`src/rtl/analog_io_sequencer.sv`:
```
// analog_io_sequencer: Wishbone-configurable pad-mode controller for the
// analog user pads. Each pad is set independently to hi-Z, digital out or
// analog. A mode change is break-before-make: every pad whose mode changes is
// held hi-Z for GUARD_CYCLES clocks before its new mode is applied.
// Optional feature macro: ANALOG_IO_SEQ_IRQ_EN (implements irq and CTRL.IRQ_EN;
// when undefined irq is tied low and CTRL bit1 reads 0).
module analog_io_sequencer #(
  parameter int unsigned NUM_PADS     = 6,
  parameter int unsigned GUARD_CYCLES = 16,
  parameter logic [31:0] BASE_ADDR    = 32'h3000_0000
) (
  input  logic                wb_clk_i,
  input  logic                wb_rst_i,
  input  logic                wbs_cyc_i,
  input  logic                wbs_stb_i,
  input  logic                wbs_we_i,
  input  logic [3:0]          wbs_sel_i,
  input  logic [31:0]         wbs_adr_i,
  input  logic [31:0]         wbs_dat_i,
  output logic                wbs_ack_o,
  output logic [31:0]         wbs_dat_o,
  output logic [NUM_PADS-1:0] pad_oeb,
  output logic [NUM_PADS-1:0] pad_out,
  output logic [NUM_PADS-1:0] ana_en,
  output logic                busy,
  output logic                irq
);

  localparam int unsigned MW = 2 * NUM_PADS;
  localparam int unsigned CW = (GUARD_CYCLES > 1) ? $clog2(GUARD_CYCLES) : 1;
  localparam logic [CW-1:0] CNT_LOAD = CW'(GUARD_CYCLES - 1);

  localparam logic [2:0] IDX_CTRL     = 3'd0;
  localparam logic [2:0] IDX_MODE_REQ = 3'd1;
  localparam logic [2:0] IDX_OUT      = 3'd2;
  localparam logic [2:0] IDX_MODE_CUR = 3'd3;
  localparam logic [2:0] IDX_STATUS   = 3'd4;

  typedef enum logic [1:0] {
    S_IDLE,
    S_GUARD,
    S_MAKE
  } state_t;

  // Software-visible registers
  logic                ctrl_en;
  logic                ctrl_irq_en;
  logic [MW-1:0]       mode_req;
  logic [NUM_PADS-1:0] out_reg;
  logic [MW-1:0]       mode_cur;
  logic                done;

  // Sequencer state
  state_t              state;
  logic [CW-1:0]       cnt;
  logic [MW-1:0]       mode_pend;
  logic [NUM_PADS-1:0] chg;

  // Bus decode
  logic        wb_req;
  logic        wb_wr;
  logic [31:0] offset;
  logic        in_range;
  logic [2:0]  idx;
  logic [31:0] rdata;

  // Next-state values
  logic                nxt_en;
  logic                nxt_irq_en;
  logic [MW-1:0]       nxt_mode_req;
  logic [NUM_PADS-1:0] nxt_out_reg;
  logic                clr_done;
  logic [31:0]         wr_ctrl32;
  logic [31:0]         wr_mode32;
  logic [31:0]         wr_out32;

  state_t              nxt_state;
  logic [CW-1:0]       nxt_cnt;
  logic [MW-1:0]       nxt_cur;
  logic [MW-1:0]       nxt_pend;
  logic [NUM_PADS-1:0] nxt_chg;
  logic [NUM_PADS-1:0] diff_mask;
  logic                set_done;
  logic                nxt_done;

  logic [NUM_PADS-1:0] nxt_oeb;
  logic [NUM_PADS-1:0] nxt_pad_out;
  logic [NUM_PADS-1:0] nxt_ana;

  logic unused_bits;

  function automatic logic [31:0] byte_merge(input logic [31:0] old_val,
                                             input logic [31:0] new_val,
                                             input logic [3:0]  sel);
    logic [31:0] res;
    for (int unsigned b = 0; b < 4; b++) begin
      res[8*b +: 8] = sel[b] ? new_val[8*b +: 8] : old_val[8*b +: 8];
    end
    return res;
  endfunction

  // Bus request qualification and register address decode
  always_comb begin
    wb_req   = wbs_cyc_i & wbs_stb_i & ~wbs_ack_o;
    wb_wr    = wb_req & wbs_we_i;
    offset   = wbs_adr_i - BASE_ADDR;
    in_range = (offset[31:5] == '0);
    idx      = in_range ? offset[4:2] : 3'd7;
  end

  // Read data mux; unmapped locations read zero
  always_comb begin
    rdata = '0;
    unique case (idx)
      IDX_CTRL:     rdata = {30'd0, ctrl_irq_en, ctrl_en};
      IDX_MODE_REQ: rdata = 32'(mode_req);
      IDX_OUT:      rdata = 32'(out_reg);
      IDX_MODE_CUR: rdata = 32'(mode_cur);
      IDX_STATUS:   rdata = {30'd0, done, busy};
      default:      rdata = '0;
    endcase
  end

  // Byte-masked register writes and the DONE write-1-to-clear strobe
  always_comb begin
    wr_ctrl32    = byte_merge({30'd0, ctrl_irq_en, ctrl_en}, wbs_dat_i, wbs_sel_i);
    wr_mode32    = byte_merge(32'(mode_req), wbs_dat_i, wbs_sel_i);
    wr_out32     = byte_merge(32'(out_reg), wbs_dat_i, wbs_sel_i);
    nxt_en       = ctrl_en;
    nxt_irq_en   = 1'b0;
    nxt_mode_req = mode_req;
    nxt_out_reg  = out_reg;
    clr_done     = 1'b0;
`ifdef ANALOG_IO_SEQ_IRQ_EN
    nxt_irq_en   = ctrl_irq_en;
`endif
    if (wb_wr) begin
      unique case (idx)
        IDX_CTRL: begin
          nxt_en = wr_ctrl32[0];
`ifdef ANALOG_IO_SEQ_IRQ_EN
          nxt_irq_en = wr_ctrl32[1];
`endif
        end
        IDX_MODE_REQ: nxt_mode_req = wr_mode32[MW-1:0];
        IDX_OUT:      nxt_out_reg  = wr_out32[NUM_PADS-1:0];
        IDX_STATUS:   clr_done     = wbs_sel_i[0] & wbs_dat_i[1];
        default: ;
      endcase
    end
  end

  // Wishbone slave registers: single-cycle ack, registered read data
  always_ff @(posedge wb_clk_i or posedge wb_rst_i) begin
    if (wb_rst_i) begin
      wbs_ack_o   <= 1'b0;
      wbs_dat_o   <= '0;
      ctrl_en     <= 1'b0;
      ctrl_irq_en <= 1'b0;
      mode_req    <= '0;
      out_reg     <= '0;
    end else begin
      wbs_ack_o   <= wb_req;
      wbs_dat_o   <= (wb_req && !wbs_we_i) ? rdata : '0;
      ctrl_en     <= nxt_en;
      ctrl_irq_en <= nxt_irq_en;
      mode_req    <= nxt_mode_req;
      out_reg     <= nxt_out_reg;
    end
  end

  // Per-pad difference between requested and current 2-bit mode fields
  always_comb begin
    diff_mask = '0;
    for (int unsigned i = 0; i < NUM_PADS; i++) begin
      diff_mask[i] = (mode_req[2*i +: 2] != mode_cur[2*i +: 2]);
    end
  end

  // Sequencer next state: IDLE -> GUARD (changed pads hi-Z) -> MAKE (apply)
  always_comb begin
    nxt_state = state;
    nxt_cnt   = cnt;
    nxt_cur   = mode_cur;
    nxt_pend  = mode_pend;
    nxt_chg   = chg;
    set_done  = 1'b0;
    if (!ctrl_en) begin
      nxt_state = S_IDLE;
      nxt_cnt   = '0;
      nxt_cur   = '0;
      nxt_chg   = '0;
    end else begin
      unique case (state)
        S_IDLE: begin
          if (mode_req != mode_cur) begin
            nxt_pend  = mode_req;
            nxt_chg   = diff_mask;
            nxt_cnt   = CNT_LOAD;
            nxt_state = S_GUARD;
          end
        end
        S_GUARD: begin
          if (cnt == '0) begin
            nxt_state = S_MAKE;
          end else begin
            nxt_cnt = cnt - 1'b1;
          end
        end
        S_MAKE: begin
          nxt_cur   = mode_pend;
          nxt_chg   = '0;
          set_done  = 1'b1;
          nxt_state = S_IDLE;
        end
        default: nxt_state = S_IDLE;
      endcase
    end
    nxt_done = set_done | (done & ~clr_done);
  end

  // Pad drive decode from the post-edge mode and guard mask; reserved mode
  // 11 decodes as hi-Z
  always_comb begin
    nxt_oeb     = '1;
    nxt_pad_out = '0;
    nxt_ana     = '0;
    for (int unsigned i = 0; i < NUM_PADS; i++) begin
      logic [1:0] m;
      m = nxt_chg[i] ? 2'b00 : nxt_cur[2*i +: 2];
      nxt_oeb[i]     = (m != 2'b01);
      nxt_pad_out[i] = (m == 2'b01) & out_reg[i];
      nxt_ana[i]     = (m == 2'b10);
    end
  end

  // Sequencer state and registered pad/status outputs
  always_ff @(posedge wb_clk_i or posedge wb_rst_i) begin
    if (wb_rst_i) begin
      state     <= S_IDLE;
      cnt       <= '0;
      mode_cur  <= '0;
      mode_pend <= '0;
      chg       <= '0;
      done      <= 1'b0;
      pad_oeb   <= '1;
      pad_out   <= '0;
      ana_en    <= '0;
      busy      <= 1'b0;
      irq       <= 1'b0;
    end else begin
      state     <= nxt_state;
      cnt       <= nxt_cnt;
      mode_cur  <= nxt_cur;
      mode_pend <= nxt_pend;
      chg       <= nxt_chg;
      done      <= nxt_done;
      pad_oeb   <= nxt_oeb;
      pad_out   <= nxt_pad_out;
      ana_en    <= nxt_ana;
      busy      <= (nxt_state != S_IDLE);
      irq       <= nxt_done & nxt_irq_en;
    end
  end

  assign unused_bits = &{1'b0, offset[1:0], wr_ctrl32, wr_mode32, wr_out32};

endmodule

```
`config.mk`:
```
export PLATFORM = sky130hd
export DESIGN_NAME = analog_io_sequencer
export DESIGN_NICKNAME = d
export VERILOG_FILES = /design/src/rtl/analog_io_sequencer.sv
export SDC_FILE = /design/constraint.sdc
export NUM_CORES = 1
export LEC_CHECK = 0
export CORE_MARGIN = 2
export CORE_UTILIZATION = 47
export DETAILED_ROUTE_END_ITERATION = 16
export PLACE_DENSITY_LB_ADDON = 0.25
export SETUP_SLACK_MARGIN = 0.3
export SKIP_LAST_GASP = 1
export SYNTH_ARGS = -nofsm -noshare
export SYNTH_HDL_FRONTEND = slang
export SYNTH_SLANG_ARGS = --single-unit
```
`constraint.sdc`:
```
create_clock -name wb_clk_i -period 3.15 [get_ports wb_clk_i]
set_input_delay 0.63 -clock wb_clk_i [delete_from_list [all_inputs] [get_ports wb_clk_i]]
set_output_delay 0.63 -clock wb_clk_i [all_outputs]
set_load 0.02 [all_outputs]
```
==> results of run 1 <==
[power by group through the flow]
stage          clock network, mW  logic (mW)  registers (mW)
2_1_floorplan                  0      0.0849            1.15
4_1_cts                    0.740       0.153            1.13
3_3_place_gp                   0       0.149            1.15
6_report                   0.723       0.153            1.13
3_5_place_dp                   0       0.152            1.15
5_1_grt                    0.787       0.167            1.13
[cells by family after synthesis]
kind of cell             after synthesis
AND/OR/NAND/NOR                      140
flip-flops                            88
multiplexers                          48
buffers and inverters                 48
AO/OA/AOI/OAI                         46
XOR/XNOR                              14
adder cells (fa/ha/maj)                2
other                                  1
[through the flow]
step | setup TNS, ns | power [mW] | hold slack (ns) | instance area [sq um] | worst slack [ns]
6_report | 0 | 2.01 | 0.507 | 5410 | 0.472
2_1_floorplan | 0 | 1.24 | 0.460 | 4320 | 0.390
4_1_cts | 0 | 2.02 | 0.505 | 5390 | 0.357
3_3_place_gp | -2.48 | 1.30 | 0.480 | 5200 | -0.201
5_1_grt | 0 | 2.09 | 0.524 | 5410 | 0.351
3_5_place_dp | -2.79 | 1.30 | 0.494 | 5200 | -0.216
[critical path: cells and delay by family]
kind	cells	cell delay [ns]
AND/OR/NAND/NOR	3	1.21
buffers and inverters	3	0.76
multiplexers	1	0.33
[area by class of cell]
cell class                      count  area share (%)
Sequential cell                    88            40.9
Multi-Input combinational cell    271            34.3
Timing Repair Buffer              101            18.1
Clock buffer                       10            2.55
Tap cell                          108            2.50
Inverter                           12           0.903
Clock inverter                      6           0.833
[per-layer routing]
layer	up-vias	part of all wire, %
li1	1510	-
met3	9	5.5
met1	1580	44
met2	112	50
met5	-	0
met4	0	1.2
[worst max-delay path by stage]
| stage | from | end | slack (ns) | depth (start not counted) |
|---|---|---|---|---|
| global route | mode_req[10]$_DFFE_PP0P_ | mode_pend[10]$_DFFE_PP0P_ | 0.35 | 6 |
| global placement | wbs_adr_i[28] | mode_req[6]$_DFFE_PP0P_ | -0.20 | 8 |
| finish | wbs_adr_i[11] | out_reg[2]$_DFFE_PP0P_ | 0.47 | 7 |
| floorplan | wbs_adr_i[28] | mode_req[0]$_DFFE_PP0P_ | 0.39 | 7 |
| detailed placement | wbs_adr_i[28] | mode_req[7]$_DFFE_PP0P_ | -0.22 | 8 |
| CTS | wbs_adr_i[28] | mode_req[1]$_DFFE_PP0P_ | 0.36 | 8 |
[cell usage in the layout, fill, tap and decap left out, drive strengths merged, types with 6 or more instances in the layout]
cell type,count
clkbuf,10
inv,11
nor2,25
mux2i,9
clkdlybuf4s50,78
nand3b,6
a21oi,21
dfrtp,82
o21ai,6
conb,21
dfstp,6
xnor2,13
nand3,8
mux2,39
buf,21
nand4,17
nand2,43
a22oi,9
nor3b,7
[timing repair]
item / 4_1_cts / 5_1_grt
setup endpoints to repair: 15 / 3
endpoints found under the hold margin: 0 / 0
pin swaps: 2 / 4
gates resized for setup: 2 / 3
==> flow_metrics.tcl, run 1 <==
set metrics [dict create \
    timing.rr.end "mode_pend[11]$_DFFE_PP0P_" \
    num_antenna_cells 0 \
    insertion_delay_ns 0.36 \
    synthSimpleGateAreaFrac_pct 18.0 \
    synth-xor-area-share_pct 2.89 \
    crit_path_end_kind "flip-flop" \
    synth_top_family_by_area "simple AND/OR/NAND/NOR gates" \
    grt_pass1_vias 3090 \
    critical_path_arrival_ns 2.92 \
    fp.dieH_um 99.0 \
    hold_path_end "pad_out[1]$_DFF_PP0_" \
    power_density_nw_per_um2 371 \
    use_met1_pct 27.9 \
    drc 0 \
    gp_congestion 0.831 \
    dieArea_sq_um 9800 \
    avgViaCountPerCell 5.39 \
    fin_crit_sh_pct 85.0 \
    use_met3_pct 4.89 \
    synth_common_cells "82 x dfrtp_1, 43 x nand2_1, 31 x mux2_2, 25 x nor2_1" \
    reg2reg_from "mode_cur[7]$_DFF_PP0_" \
    synth.avg_cell_area_sq_um 11.0 \
    path_max_fanout 4 \
    grt_use_total_pct 21.1 \
    die_width_um 99.0 \
    status "finished, final reports clean" \
    min_path_type "flip-flop to flip-flop" \
    fin_crit_ns 2.68 \
    pwr-share-seq_pct 56.3 \
    synthCells 387 \
    synth_flop_cell "dfrtp_1" \
    finish.net_count 558 \
    multi_input_comb_area_sq_um 1850 \
    fin_util_pct 62.0 \
    grt.met2_usage_pct 34.4 \
    synth_area_leader_cell "dfrtp_1" \
    comb_power_share_pct 7.6 \
    top_usage_layer "met2" \
    rsz0062_at_grt "no" \
    power_switching_mw 0.493 \
    critical_path.cell_chain "clkdlybuf4s50_1, or4_4, or4_4, buf_4, nor4_4, buf_4, mux2_2" \
    cts_inserted_buffers 9 \
    area_growth_pct 27.4 \
    first_pass_iters 4 \
    synth-seq-cells 88 \
    p_int_mw 1.51 \
    hpwlAfterDp_um 7160 \
    worstHoldStart "chg[1]$_DFF_PP0_" \
    slowest_delay_ns 0.54 \
    routed_wl_um 9760 \
    post-cts-setup-buffer-count 0 \
    drt_iter0_drc 150 \
    cts_sinks 88 \
    synth_edf_count 0 \
    yosysMostFrequentCell "dfrtp_1" \
    synth_fa_ha_area_share_pct 0.590 \
    placement_rows 34 \
    ys_async_sr_fraction_pct 100 \
    slowest_stage "or4_4" \
    cts_root_buffer "clkbuf_8" \
    syn_area_sq_um 4240 \
    cts_buffer_depth 2 \
    ys.warnings.count 0 \
    io_pins 126 \
    io_buffers 80 \
    drtAntennaViolNets 0 \
    ys_top_cells_by_area "dfrtp_1 48%, mux2_2 8.2%, nand2_1 3.8%" \
    finalNonFillerCells 596 \
    min_path_cells 1 \
    placedCellCount 580 \
    fmax_mhz 373 \
    rrSetupSlack_ns 0.50 \
    fill_cells 701 \
    seqCellArea_sq_um 2210 \
    antenna_found_initial 0 \
    synth_cell_types 50 \
    critical_path_class "input port to flip-flop" \
    cts_tree "built" \
    drive_gt1_share_pct 19.1 \
    peakVddDrop_mv 0.181 \
    tightest_slew_ns 1.09 \
    core_region_area_sq_um 8720 \
    finalHoldViolations 0 \
    maxSlewViolCount 0 \
    initial_core_util_pct 48.7 \
    drv_cap 0 \
    critPathRequiredTime_ns 3.40 \
    cts_hold_buf 0 \
    post_drt_wl_per_cell_um 16.4 \
    reg2reg_depth 6 \
    leakage_nw 2.46 \
    grt_start_max_net_pins 34 \
    synth_compound_area_share_pct 6.64 \
    finalSetupViolations 0 \
    cts-htree-levels 3 \
    synthMuxAreaShare_pct 13.2 \
    netlist.area_leader.share_pct 48.4 \
    critPathLaunchType "input port" \
    switching_share_pct 24.6 \
    vias 3211 \
    overflow 0 \
    fin_worst_skew_ns 0.00794 \
    synth_seq_area_share_pct 52.1 \
    maxSlewHeadroom_pct 27.3 \
    grt_pass1_wl_um 15900 \
    clkPwrFrac_pct 36.1 \
    path_clk_slew_ns 0.08 \
]
Power figures use the tool's default switching activity.
==> run 2, diff against run 1 <==
- CORE_MARGIN: 2 -> 3
==> flow_metrics.tcl, run 2 (same netlist as run 1, synthesis figures left out) <==
set metrics [dict create \
    status "finished, final reports clean" \
    avgViaCountPerCell 5.43 \
    drt_iter0_drc 165 \
    m1WireLength_um 4050 \
    wl_met3_um 735 \
    critPathRequiredTime_ns 3.40 \
    finish.net_count 553 \
    cts-htree-levels 3 \
    drtAntennaViolNets 0 \
    total_power_mw 2.10 \
    critical_path_arrival_ns 2.87 \
    slowest_stage "or4_4" \
    leakage_nw 2.45 \
    final_cell_mix "82 x dfrtp_1, 78 x clkdlybuf4s50_1, 43 x nand2_1, 31 x mux2_2, 25 x nor2_1" \
    insertion_delay_ns 0.37 \
    timing.hold.ws_ns 0.510 \
    drc 0 \
    die_width_um 101 \
    critical_path.cell_chain "dlymetal6s2s_1, ha_1, nor4b_2, nand4_1, or4_4, or3b_4, buf_6, mux2_4" \
    cts_sinks 88 \
    fp.dieH_um 101 \
    finalSetupViolations 0 \
    area_growth_pct 26.9 \
    core_region_area_sq_um 8760 \
    routed-wl-met2_um 4940 \
    initial_core_util_pct 48.4 \
    gp_congestion 0.873 \
    slowest_delay_ns 0.51 \
    drv_cap 0 \
    grt_pass1_vias 3173 \
    vias 3207 \
    io_pins 126 \
    hpwlAfterDp_um 7250 \
    antenna_found_initial 0 \
    drive_gt1_share_pct 18.0 \
    cts_root_buffer "clkbuf_8" \
    finalHoldViolations 0 \
    num_antenna_cells 0 \
    first_pass_iters 4 \
    top_layer "met4" \
    cts_buffer_depth 2 \
    post_drt_wl_per_cell_um 16.7 \
    fin_crit_ns 2.62 \
    fin_worst_skew_ns 0.0130 \
    path_clk_slew_ns 0.08 \
    grt_start_max_net_pins 56 \
    min_path_type "flip-flop to flip-flop" \
    rsz0062_at_grt "no" \
    routed_wl_um 9870 \
    cts_inserted_buffers 9 \
    layout_commonest_cell "dfrtp_1" \
    fin_crit_sh_pct 83.3 \
    critPathLaunchType "input port" \
    tightest_slew_ns 0.709 \
    placement_rows 34 \
    peakVddDrop_mv 0.184 \
    maxSlewHeadroom_pct 52.8 \
    path_max_fanout 4 \
    maxSlewViolCount 0 \
    grt_pass1_wl_um 15900 \
    io_buffers 80 \
    power_density_nw_per_um2 390 \
    grt_use_total_pct 20.5 \
    dieArea_sq_um 10200 \
    fmax_mhz 381 \
    cts_tree "built" \
    crit_path_end_kind "flip-flop" \
    critical_path_class "input port to flip-flop" \
    overflow 0 \
]
==> run 2: final cells by class <==
type | count | area, sq um
clock buffer | 11 | 151
inverter | 12 | 48.8
multi-input combinational | 271 | 1840
sequential | 88 | 2210
timing repair buffer | 96 | 933
clock inverter | 5 | 63.8
tap | 108 | 135
fill | 731 | 3380
==> run 2: worst max-delay path: cells and delay by family <==
kind          cells  cell delay, ns
simple gates      4            1.35
mux               1            0.29
buf+inv           2            0.29
fa+ha+maj         1            0.31
==> run 2: metrics by stage <==
step | cells | setup TNS, ns | area [sq um] | util (%) | setup WS (ns)
detailed placement | 575 | -2.72 | 5150 | 58.7 | -0.202
global route | 591 | 0 | 5380 | 61.4 | 0.453
global placement | 575 | -2.31 | 5150 | 58.7 | -0.181
finish | 591 | 0 | 5380 | 61.4 | 0.526
CTS | 591 | 0 | 5370 | 61.3 | 0.345
floorplan | 407 | 0 | 4320 | - | 0.390
==> run 2: final timing paths <==
kind	cells after the start	slack, ns	startpoint	to
setup / recovery	8	0.53	wbs_adr_i[29]	mode_req[1]$_DFFE_PP0P_
hold / removal	1	0.51	done$_DFF_PP0_	done$_DFF_PP0_
hold reg to reg	1	0.51	done$_DFF_PP0_	done$_DFF_PP0_
min in group asynchronous	3	0.74	wb_rst_i	mode_cur[7]$_DFF_PP0_
max in group asynchronous	3	1.85	wb_rst_i	mode_req[0]$_DFFE_PP0P_
setup reg to reg	6	0.87	mode_req[5]$_DFFE_PP0P_	mode_pend[11]$_DFFE_PP0P_
==> run 2: timing repair <==
item | in CTS | in global routing
gates cloned | 0 | 0
hold buffers | 0 | 0
pin swaps | 2 | 5
setup buffers | 0 | 0
setup endpoints to repair | 15 | 14
gates resized for setup | 1 | 5
==> run 2: routing by layer <==
layer	vias up	global-route usage [%]
met3	11	5.74
met5	-	0
li1	1496	-
met2	134	33.4
met1	1566	26.7
met4	0	6.03
==> run 2: power breakdown <==
part	internal [mW]	switching, mW
clock network	0.415	0.412
logic	0.0690	0.0756
registers	1.13	0.000464
total	1.61	0.488
==> run 3, diff against run 2 <==
- CORE_UTILIZATION: 47 -> 43
- clock period: 3.15 -> 2.4 ns (I/O delays scaled with it)
==> flow_metrics.tcl, run 3 (same netlist as run 1, synthesis figures left out) <==
set metrics [dict create \
    timing.hold.ws_ns 0.517 \
    io_buffers 80 \
    die_width_um 105 \
    hpwlAfterDp_um 7480 \
    placedCellCount 603 \
    critical_path_arrival_ns 2.54 \
    wl_met3_um 615 \
    grt_start_max_net_pins 89 \
    io_pins 126 \
    path_max_fanout 8 \
    top_layer "met4" \
    rrSetupSlack_ns 0.37 \
    slowest_stage "or4_4" \
    initial_core_util_pct 45.1 \
    drc 0 \
    drv_cap 0 \
    insertion_delay_ns 0.36 \
    placement_rows 35 \
    min_path_cells 1 \
    final_cell_mix "81 x dfrtp_1, 58 x clkdlybuf4s50_1, 43 x nand2_1, 28 x mux2_2, 25 x nor2_1" \
    slowest_delay_ns 0.51 \
    drt_iter0_drc 134 \
    path_clk_slew_ns 0.08 \
    fmax_mhz 433 \
    drtAntennaViolNets 0 \
    grt_use_total_pct 18.4 \
    power_density_nw_per_um2 514 \
    layout_commonest_cell "dfrtp_1" \
    m1WireLength_um 4390 \
    dieArea_sq_um 11100 \
    worst_path_most_repeated_cell "buf_8" \
    cts_tree "built" \
    cts_sinks 88 \
    routed-wl-met2_um 4840 \
    finalSetupViolations 0 \
    gp_congestion 0.833 \
    maxSlewViolCount 0 \
    core_region_area_sq_um 9420 \
    num_antenna_cells 0 \
    finalHoldViolations 0 \
    fin_util_pct 59.8 \
    worstHoldStart "mode_pend[0]$_DFFE_PP0P_" \
    peakVddDrop_mv 0.260 \
    cts_root_buffer "clkbuf_8" \
    total_power_mw 2.89 \
    finish.net_count 562 \
    crit_path_end_kind "flip-flop" \
    grt_pass1_wl_um 16200 \
    vias 3243 \
    crit_family "simple AND/OR/NAND/NOR gates" \
    critPathLaunchType "input port" \
    avgViaCountPerCell 5.22 \
    cts_hold_buf 0 \
    critical_path.cell_chain "buf_8, ha_4, nor4b_4, nand4_1, or4_4, or3b_4, buf_8, mux2_4" \
    cts_buffer_depth 2 \
    leakage_nw 2.57 \
    cts_inserted_buffers 9 \
    status "finished, final reports clean" \
    routed_wl_um 10000 \
    fin_worst_skew_ns 0.0134 \
    critPathRequiredTime_ns 2.64 \
    cts-htree-levels 3 \
    reg2reg_from "mode_cur[2]$_DFF_PP0_" \
    drive_gt1_share_pct 23.0 \
    overflow 0 \
    rsz0062_at_grt "yes" \
    min_path_type "flip-flop to flip-flop" \
    hold_path_end "mode_pend[0]$_DFFE_PP0P_" \
    first_pass_iters 4 \
    area_growth_pct 32.6 \
    fin_crit_sh_pct 96.2 \
    finalNonFillerCells 621 \
    fp.dieH_um 105 \
    antenna_found_initial 0 \
    post_drt_wl_per_cell_um 16.1 \
    reg2reg_depth 6 \
    critical_path_class "input port to flip-flop" \
    path_buf_inv 2 \
    tns_ns 0 \
    timing.rr.end "mode_pend[9]$_DFFE_PP0P_" \
    fin_crit_ns 2.31 \
    grt_pass1_vias 3296 \
]
-- run 3: cell types whose count changed in the layout (fill, tap and decap cells not counted), moves of 3 or more --
cell,delta
dlygate4sd2_1,+14
xnor2_2,+9
clkdlybuf4s50_1,-20
mux2_2,-3
buf_4,+7
xnor2_1,-9
mux2_4,+3
-- run 3: worst register-to-register path, stage by stage, from the launching register on --
cell	delay, ns
dfrtp_1	0.46
xnor2_2	0.23
nand4_1	0.23
or3_4	0.39
nor3b_1	0.16
buf_4	0.17
mux2_2	0.28
-- run 3: worst max-delay path by stage --
stage	start	end	slack, ns	cells after the start
floorplan	wbs_adr_i[11]	mode_req[0]$_DFFE_PP0P_	-0.04	5
global route	wbs_adr_i[28]	mode_req[7]$_DFFE_PP0P_	0.04	8
CTS	wbs_adr_i[16]	mode_req[7]$_DFFE_PP0P_	0.11	6
global placement	wbs_adr_i[28]	mode_req[5]$_DFFE_PP0P_	-0.62	8
detailed placement	wbs_adr_i[28]	mode_req[7]$_DFFE_PP0P_	-0.66	8
finish	wbs_adr_i[28]	mode_req[7]$_DFFE_PP0P_	0.09	8
-- run 3: layout make-up --
class,count,area (sq um)
Clock inverter,5,106
Clock buffer,11,131
Inverter,12,48.8
Tap cell,129,161
Multi-Input combinational cell,271,1970
Sequential cell,88,2210
Timing Repair Buffer,105,1000
Fill cell,819,3790
-- run 3: metrics by stage --
stage	area (sq um)	setup WS, ns
floorplan	4350	-0.0381
global placement	5270	-0.615
CTS	5500	0.111
finish	5630	0.0915
detailed placement	5270	-0.656
global route	5630	0.0441
-- run 3: timing repair --
| item | in CTS | in global routing |
|---|---|---|
| gates cloned | 0 | 0 |
| endpoints found under the setup margin | 32 | 46 |
| buffers inserted | 2 | 0 |
| pin swaps | 12 | 10 |
| resized for setup | 38 | 23 |
-- run 3: power by group --
group          switching [mW]  total [mW]  internal (mW)
logic                   0.105       0.194         0.0891
registers            0.000514        1.48           1.48
clock network           0.519        1.21          0.694
-- run 3: routing by layer --
layer	global-route usage, %	up-vias
li1	-	1519
met5	0	-
met4	7.59	0
met1	24.6	1577
met2	29.2	132
met3	3.86	15
